===== src/rtl/adc_spi_sampler.sv =====
// SPI master for an MCP3008-style 10-bit, 8-channel ADC between the pins and a GPIO block.
// Latency: trigger -> cs_n low next clk; cs_n low 33*CLK_DIV clks; result + done on cs_n rise.
// Backpressure: none; start edges arriving while busy are dropped, continuous re-arms after the gap.
module adc_spi_sampler #(
  parameter int CLK_DIV = 25,  // clk cycles per SCLK half-period, 2..255
  parameter int CS_GAP  = 8    // minimum cs_n high clks between frames, 1..255
) (
  input  logic       clk,
  input  logic       reset_n,
  input  logic [9:0] ctrl,
  output logic [9:0] adc_data,
  output logic       busy,
  output logic       done,
  output logic       adc_cs_n,
  output logic       adc_sclk,
  output logic       adc_mosi,
  input  logic       adc_miso
);

  typedef enum logic [1:0] {IDLE, SHIFT, HOLD, GAP} state_t;

  localparam logic [7:0] DIV_LAST = 8'(CLK_DIV - 1);
  localparam logic [7:0] GAP_LAST = 8'(CS_GAP - 1);

  // Control word (only the low five bits carry meaning) and edge-detect history.
  logic [4:0] ctrl_q;
  logic       start_q2;

  // MISO two-flop synchroniser.
  logic       miso_s1_q;
  logic       miso_s2_q;

  // Frame state.
  state_t     state_q;
  logic [7:0] div_cnt_q;
  logic [7:0] gap_cnt_q;
  logic [3:0] bit_idx_q;
  logic [2:0] ch_q;
  logic [9:0] shreg_q;

  // Registered outputs.
  logic       cs_n_q;
  logic       sclk_q;
  logic       mosi_q;
  logic [9:0] data_q;
  logic       busy_q;
  logic       done_q;

  // Combinational helpers.
  logic       start_edge;
  logic       launch_d;
  logic       mosi_d;
  logic [3:0] next_idx;

  // Upper control bits are reserved by the GPIO map and deliberately ignored.
  logic       ctrl_unused;
  assign ctrl_unused = ^ctrl[9:5];

  assign adc_data = data_q;
  assign busy     = busy_q;
  assign done     = done_q;
  assign adc_cs_n = cs_n_q;
  assign adc_sclk = sclk_q;
  assign adc_mosi = mosi_q;

  // Register the GPIO control word once and keep the previous start bit.
  always_ff @(posedge clk or negedge reset_n) begin
    if (!reset_n) begin
      ctrl_q   <= '0;
      start_q2 <= 1'b0;
    end else begin
      ctrl_q   <= ctrl[4:0];
      start_q2 <= ctrl_q[0];
    end
  end

  // Bring the asynchronous MISO pin into the clk domain.
  always_ff @(posedge clk or negedge reset_n) begin
    if (!reset_n) begin
      miso_s1_q <= 1'b0;
      miso_s2_q <= 1'b0;
    end else begin
      miso_s1_q <= adc_miso;
      miso_s2_q <= miso_s1_q;
    end
  end

  // Frame launch decision and the command bit for the next SCLK period.
  always_comb begin
    start_edge = ctrl_q[0] & ~start_q2;
    next_idx   = bit_idx_q + 4'd1;
    // From IDLE either trigger starts a frame; at the end of the gap only
    // continuous mode re-launches, so back-to-back frames see exactly CS_GAP
    // high clks on cs_n and a start edge during the gap is simply dropped.
    launch_d   = ((state_q == IDLE) && (ctrl_q[1] || start_edge)) ||
                 ((state_q == GAP) && (gap_cnt_q == GAP_LAST) && ctrl_q[1]);
    mosi_d     = 1'b0;
    case (next_idx)
      4'd1:    mosi_d = 1'b1;      // single-ended
      4'd2:    mosi_d = ch_q[2];
      4'd3:    mosi_d = ch_q[1];
      4'd4:    mosi_d = ch_q[0];
      default: mosi_d = 1'b0;
    endcase
  end

  // Frame FSM: IDLE -> SHIFT (16 SCLK periods) -> HOLD -> GAP -> IDLE.
  always_ff @(posedge clk or negedge reset_n) begin
    if (!reset_n) begin
      state_q   <= IDLE;
      div_cnt_q <= '0;
      gap_cnt_q <= '0;
      bit_idx_q <= '0;
      ch_q      <= '0;
      shreg_q   <= '0;
      cs_n_q    <= 1'b1;
      sclk_q    <= 1'b0;
      mosi_q    <= 1'b0;
      data_q    <= '0;
      busy_q    <= 1'b0;
      done_q    <= 1'b0;
    end else begin
      done_q <= 1'b0;
      case (state_q)
        IDLE: begin
          div_cnt_q <= '0;
        end
        SHIFT: begin
          if (div_cnt_q == DIV_LAST) begin
            div_cnt_q <= '0;
            if (!sclk_q) begin
              // Rising SCLK: index 5 is the null bit, 6..15 carry D9..D0.
              sclk_q <= 1'b1;
              if (bit_idx_q >= 4'd6) begin
                shreg_q <= {shreg_q[8:0], miso_s2_q};
              end
            end else begin
              // Falling SCLK starts the next period's low phase.
              sclk_q <= 1'b0;
              if (bit_idx_q == 4'd15) begin
                mosi_q  <= 1'b0;
                state_q <= HOLD;
              end else begin
                bit_idx_q <= next_idx;
                mosi_q    <= mosi_d;
              end
            end
          end else begin
            div_cnt_q <= div_cnt_q + 8'd1;
          end
        end
        HOLD: begin
          if (div_cnt_q == DIV_LAST) begin
            div_cnt_q <= '0;
            cs_n_q    <= 1'b1;
            data_q    <= shreg_q;
            done_q    <= 1'b1;
            gap_cnt_q <= '0;
            state_q   <= GAP;
          end else begin
            div_cnt_q <= div_cnt_q + 8'd1;
          end
        end
        GAP: begin
          if (gap_cnt_q == GAP_LAST) begin
            state_q <= IDLE;
            busy_q  <= 1'b0;
          end else begin
            gap_cnt_q <= gap_cnt_q + 8'd1;
          end
        end
        default: state_q <= IDLE;
      endcase
      // A launch overrides the per-state updates above.
      if (launch_d) begin
        state_q   <= SHIFT;
        ch_q      <= ctrl_q[4:2];
        cs_n_q    <= 1'b0;
        busy_q    <= 1'b1;
        bit_idx_q <= '0;
        div_cnt_q <= '0;
        sclk_q    <= 1'b0;
        mosi_q    <= 1'b1;  // start bit
      end
    end
  end

endmodule


===== config.mk =====
export PLATFORM = sky130hd
export DESIGN_NAME = adc_spi_sampler
export DESIGN_NICKNAME = d
export VERILOG_FILES = /design/src/rtl/adc_spi_sampler.sv
export SDC_FILE = /design/constraint.sdc
export NUM_CORES = 1
export LEC_CHECK = 0
export BUFFER_PORTS_ARGS = -buffer_cell sky130_fd_sc_hd__buf_4
export CORE_ASPECT_RATIO = 1.25
export CORE_MARGIN = 2
export CORE_UTILIZATION = 43
export DETAILED_ROUTE_END_ITERATION = 12
export PLACE_DENSITY = 0.68
export SYNTH_ARGS = -nofsm -noshare
export SYNTH_HDL_FRONTEND = slang
export SYNTH_SLANG_ARGS = --single-unit

===== constraint.sdc =====
create_clock -name clk -period 2.5 [get_ports clk]
set_input_delay 0.25 -clock clk [delete_from_list [all_inputs] [get_ports clk]]
set_output_delay 0.25 -clock clk [all_outputs]
set_load 0.1 [all_outputs]

Yosys cells after proc, flatten, opt, wreduce, memory -nomap -nowiden
Cells that the tools add are included.
Storage, ports and cells
  flip-flop bits (word level): 58
  input port bits: 13
  output and inout bits: 15
Cells by class
  add/subtract/negate cells: 3
  $lt $le $gt $ge: 1
  equality and inequality tests: 18
  muxes and demuxes: 36
  bitwise operators: 3
  reductions and logical operators: 25
Operators with widths (number)
  $mux W8: 4
  $pmux W8 S2: 2
  $mux W4: 5
  $mux W1: 17
  $add A8 B1 Y8 const B: 2
  $reduce_bool A2 Y1: 7
  $mux W2: 6
  $ne A3 B3 Y1 const B: 4
  $eq A4 B2 Y1 const B: 2
  $eq A8 B3 Y1 const B: 1
  $eq A8 B5 Y1 const B: 1
  $reduce_and A2 Y1: 4
  $reduce_and A4 Y1: 2
  $ne A2 B2 Y1 const B: 3
  $pmux W2 S3: 1
  $reduce_and A3 Y1: 2
  $reduce_and A6 Y1: 1
  $add A4 B1 Y4 const B: 1
  $eq A2 B2 Y1 const B: 2
  $eq A4 B1 Y1 const B: 1
  $eq A4 B3 Y1 const B: 1
  $eq A4 B4 Y1 const B: 1
  $ge A4 B3 Y1 const B: 1
  $pmux W1 S4: 1
  other kinds (10): 14

Logic depth before layout (Yosys ltp)
  depth in word-level cells: 8
  gate-level depth with buffers: 7

Least setup slack after synthesis
OpenSTA, ideal clock, no wires.
  path type: register -> register
  start: register div_cnt_q[0]
  end: register state_q[1]
  setup time: 0.125 ns
  arrival: 1.893 ns
  path slack: 0.482 ns
  stages on the path, launching flop included: 7
  buffers on the path: 0
  period minus slack after synthesis: 2.018 ns
  cells stage by stage: dfrtp_1 > inv_1 > ha_1 > nor4b_2 > a21boi_1 > a221oi_1 > mux2_2
On the way
  longest elaborated chain between the ends: 3
Ends and longest elaborated chain
  start: declaration: line 35  | logic [7:0] div_cnt_q;
  start signal: assignment: line 149  | div_cnt_q <= div_cnt_q + 8'd1;
  start signal: assignment: line 161  | div_cnt_q <= div_cnt_q + 8'd1;
  $eq A8 B5 Y1 *: line 129, 153
  $ne A3 B3 Y1 (no source line)
  $reduce_and A6 Y1 (no source line) *
  end signal: assignment: line 142  | state_q <= HOLD;
  end signal: assignment: line 159  | state_q <= GAP;
  end signal: assignment: line 166  | state_q <= IDLE;
  end: declaration: line 34  | state_t state_q;
Mark *: on every way between the ends. The rest lies on a longest branch, timed or not.
A chain may end at the register's enable or synchronous reset.

Worst setup path after layout
  start: register gap_cnt_q[4]
  end: register state_q[1]
On the way
  longest elaborated chain between the ends: 6
Ends and longest elaborated chain
  start: declaration: line 36  | logic [7:0] gap_cnt_q;
  start signal: assignment: line 169  | gap_cnt_q <= gap_cnt_q + 8'd1;
  $eq A8 B3 Y1 *: line 96, 165
  $logic_and A1 B1 Y1 (2 in series): line 96  | ((state_q == GAP) && (gap_cnt_q == GAP_LAST) && ctrl_q[1]);
  $logic_or A1 B1 Y1: line 95  | launch_d = ((state_q == IDLE) && (ctrl_q[1] || start_edge)) ||
  $ne A3 B3 Y1 (no source line), or another cell as far along
  $reduce_and A6 Y1 (no source line)
  end signal: assignment: line 110  | state_q <= IDLE;
  end signal: assignment: line 142
  end signal: assignment: line 159
Marked as above.

==> impl_metrics.toml <==
[timing]
worst_slew_pin_tran_ns = 0.708
rsz0062_at_grt = "no"
finalMaxSlewViolations = 0
max_freq_ghz = 0.452
totalNegativeSetupSlack_ns = 0
timing.max_slew.rel_slack_pct = 52.8
post-route-min-period_ns = 2.21
finalClockSkew_ns = 0.00957
timing_hold_violations_final = 0
final_min_period_over_clock_period_pct = 88.6
timing.final.setup_violations = 0

[logic_synthesis]
synth_flop_cell = "sky130_fd_sc_hd__dfrtp_1"
yosysWarningCount = 0
syn-num-nets = 273
synthesized_netlist_cell_count = 246
postSynth.asyncResetShare_pct = 100
ys_types = 46
fraction_of_the_yosys_area_taken_by_sequential_cells_pct = 51.7
ys_seq_elements = 58
post_synth_edffs = 0
synth.cell_area_sq_um = 2810
syn_avg_cell_area_sq_um = 11.4

[floorplan]
placeableCoreArea_sq_um = 6250
io_count = 28
number_of_rows_created_at_floorplan = 32
die_h_um = 94.4
floorplan.die_area_sq_um = 7200
die_width_um = 76.3
floorplan.initialDensity_pct = 45.0

[setup_path]
crit_path_max_fanout = 8
crit_path_cell_trace = "nor4_1, nand2_1, a221oi_1, mux2_2"
worst_ep_arrival_time_ns = 2.44
crit_buf_inv = 0
critPathTopFamily = "simple AND/OR/NAND/NOR gates"
worstSetupEndpointType = "flip-flop"
startpoint_type = "flip-flop"
critical_path_required_ns = 2.72
largest_stage_delay_on_the_critical_path_ns = 0.52
crit_type = "reg2reg"
timing.critical_path.slowest_stage_cell = "sky130_fd_sc_hd__nor4_1"

[power_and_ir_drop]
power_frac_comb_pct = 29.1
power_frac_clock_pct = 32.2
sw_share_pct = 32.9
internal_power_mw = 2.03
power_per_cell_area_nw_per_um2 = 904
p_leak_nw = 1.57
switchingPower_mw = 0.996
power.share.sequential_pct = 38.7
ir_worst_vdd_uv = 524

[final_layout]
design.final.nets = 305
areaGrowthSynthToFinish_pct = 19.0
fin_area_sq_um = 3340
n_antenna_cell = 0
drive_gt1_share_pct = 24.7

[min_path]
timing.hold.worst.class = "in2reg"

[grt]
antenna_found_initial = 0
grt_max_degree = 59
global_route_congestion_overflow_total = 0
grt_pass1_vias = 1953
grt_first_pass_wirelength_um = 8870
global_router_s_overall_resource_usage_pct = 15.8

[cts]
htreeDepth = 3
tritoncts = "done"
clock_tree.buffer_depth = 2
clock_sink_count = 58
clkLatencyLatePin_ns = 0.34
clk_transition_reported_paths_ns = 0.06
numCtsBuffers = 9
cts_setup_buffers = 0
clk_tree_root_cell = "sky130_fd_sc_hd__clkbuf_8"

[drt]
drtAntennaViolNets = 0
drtIter0Drc = 73
wire_per_inst_um = 14.1
wl_final_um = 5210
viasPerCell = 5.42
drc = 0
vias = 1993
drt_pre_antenna_iters = 4

[placement]
post-dp-hpwl_um = 3570
finalWeightedCongestion = 0.790
dpl_cell_area_sq_um = 3080
numPortBuffers = 22

[outcome]
run_status = "complete, no violations"

[job]
maxCapViolCount = 0
## cell usage after synthesis, types with 2 or more instances
cell type | n | area (sq um)
sky130_fd_sc_hd__nand2_1 | 9 | 33.8
sky130_fd_sc_hd__a31oi_1 | 5 | 31.3
sky130_fd_sc_hd__nor3b_1 | 2 | 15.0
sky130_fd_sc_hd__o21ai_0 | 9 | 45.0
sky130_fd_sc_hd__a21o_1 | 5 | 37.5
sky130_fd_sc_hd__nand4_1 | 5 | 31.3
sky130_fd_sc_hd__or4_1 | 2 | 15.0
sky130_fd_sc_hd__a211o_1 | 2 | 17.5
sky130_fd_sc_hd__inv_1 | 8 | 30.0
sky130_fd_sc_hd__clkbuf_1 | 8 | 30.0
sky130_fd_sc_hd__nor3_1 | 8 | 40.0
sky130_fd_sc_hd__mux2_2 | 24 | 270
sky130_fd_sc_hd__xor2_1 | 2 | 17.5
sky130_fd_sc_hd__nor2b_1 | 4 | 25.0
sky130_fd_sc_hd__mux2i_1 | 3 | 30.0
sky130_fd_sc_hd__a22o_1 | 2 | 17.5
sky130_fd_sc_hd__nand2b_1 | 5 | 31.3
sky130_fd_sc_hd__and4_1 | 3 | 26.3
sky130_fd_sc_hd__a21oi_1 | 10 | 50.1
sky130_fd_sc_hd__and3_1 | 4 | 25.0
sky130_fd_sc_hd__nor2_1 | 11 | 41.3
sky130_fd_sc_hd__nand3_1 | 13 | 65.1
sky130_fd_sc_hd__and2_1 | 2 | 12.5
sky130_fd_sc_hd__o31ai_1 | 4 | 30.0
sky130_fd_sc_hd__ha_1 | 14 | 175
sky130_fd_sc_hd__nor4_1 | 2 | 12.5
sky130_fd_sc_hd__dfrtp_1 | 57 | 1430
sky130_fd_sc_hd__a32o_1 | 5 | 50.1
## per-layer routing
layer	track usage [%]	vias up	share of wire [%]
li1	-	975	-
met1	18.6	974	45
met2	26.3	33	49
met3	4.11	11	4.3
met4	9.09	0	2.4
met5	0	-	0
## cell families after synthesis
group,synth area share (%)
and+or+nand+nor,16.7
adders and majority gates,6.24
AOI/OAI and AO/OA,11.4
xor gates and xnor gates,0.936
buffers and inverters,2.32
muxes,10.7
DFF,51.7
## timing repair
item / 4_1_cts / 5_1_grt
endpoints found under the hold margin: 53 / 1
resized for setup: 0 / 0
hold buffers: 3 / 1
## per-stage QoR
stage                     power (mW)  hold WS [ns]  setup WS (ns)  utilization (%)  cells
final                           3.02        0.0214          0.285             53.5    368
after global routing            3.23       0.00180          0.124             53.5    368
after CTS                       3.05       0.00184          0.267             53.4    367
after detailed placement        2.06         0.341          0.319             49.2    348
after global placement          2.04         0.336          0.396             49.2    348
after floorplan                 1.82       -0.0456          0.482                -    246
## flip-flops by register name, summed over array words and instances, names as in the netlist, 2 cells and up
name,count
adc_data,10
shreg_q,10
div_cnt_q,8
gap_cnt_q,8
ctrl_q,5
bit_idx_q,4
ch_q,3
state_q,2
## final cells by class
class / instances / area (sq um)
Fill cell: 584 / 2900
Sequential cell: 58 / 1450
Multi-Input combinational cell: 171 / 1290
Timing Repair Buffer: 30 / 235
Clock buffer: 10 / 138
Tap cell: 85 / 106
Clock inverter: 6 / 90.1
Inverter: 8 / 30.0
## power groups by stage
stage                     Sequential, mW  Clock, mW  Combinational, mW
after floorplan                     1.19          0              0.626
after global placement              1.18          0              0.857
after detailed placement            1.19          0              0.873
after CTS                           1.17      0.997              0.889
after global routing                1.19       1.05              0.985
final                               1.17      0.973              0.880
## path summary, 6_finish.rpt
check / startpoint / endpoint / slack, ns / cells after the start
worst max register to register: gap_cnt_q[4]$_DFFE_PN0P_ / state_q[1]$_DFFE_PN0P_ / 0.29 / 4
worst min register to register: miso_s1_q$_DFF_PN0_ / miso_s2_q$_DFF_PN0_ / 0.35 / 0
worst max-delay path: gap_cnt_q[4]$_DFFE_PN0P_ / state_q[1]$_DFFE_PN0P_ / 0.29 / 4
max in group asynchronous: reset_n / gap_cnt_q[4]$_DFFE_PN0P_ / 1.53 / 2
min in group asynchronous: reset_n / adc_data[5]$_DFFE_PN0P_ / 0.50 / 2
worst min-delay path: adc_miso / miso_s1_q$_DFF_PN0_ / 0.02 / 1
## cells in the final DEF, fill, tap and decap left out, drive strengths merged, types with 8 or more instances in the layout
cell type / netlist / final
a21oi: 10 / 10
buf: 1 / 26
clkbuf: 8 / 10
dfrtp: 57 / 57
ha: 14 / 14
inv: 8 / 8
mux2: 24 / 24
nand2: 9 / 9
nand3: 13 / 13
nor2: 11 / 11
nor3: 8 / 8
o21ai: 9 / 9
(Power assumes the default switching activity.)
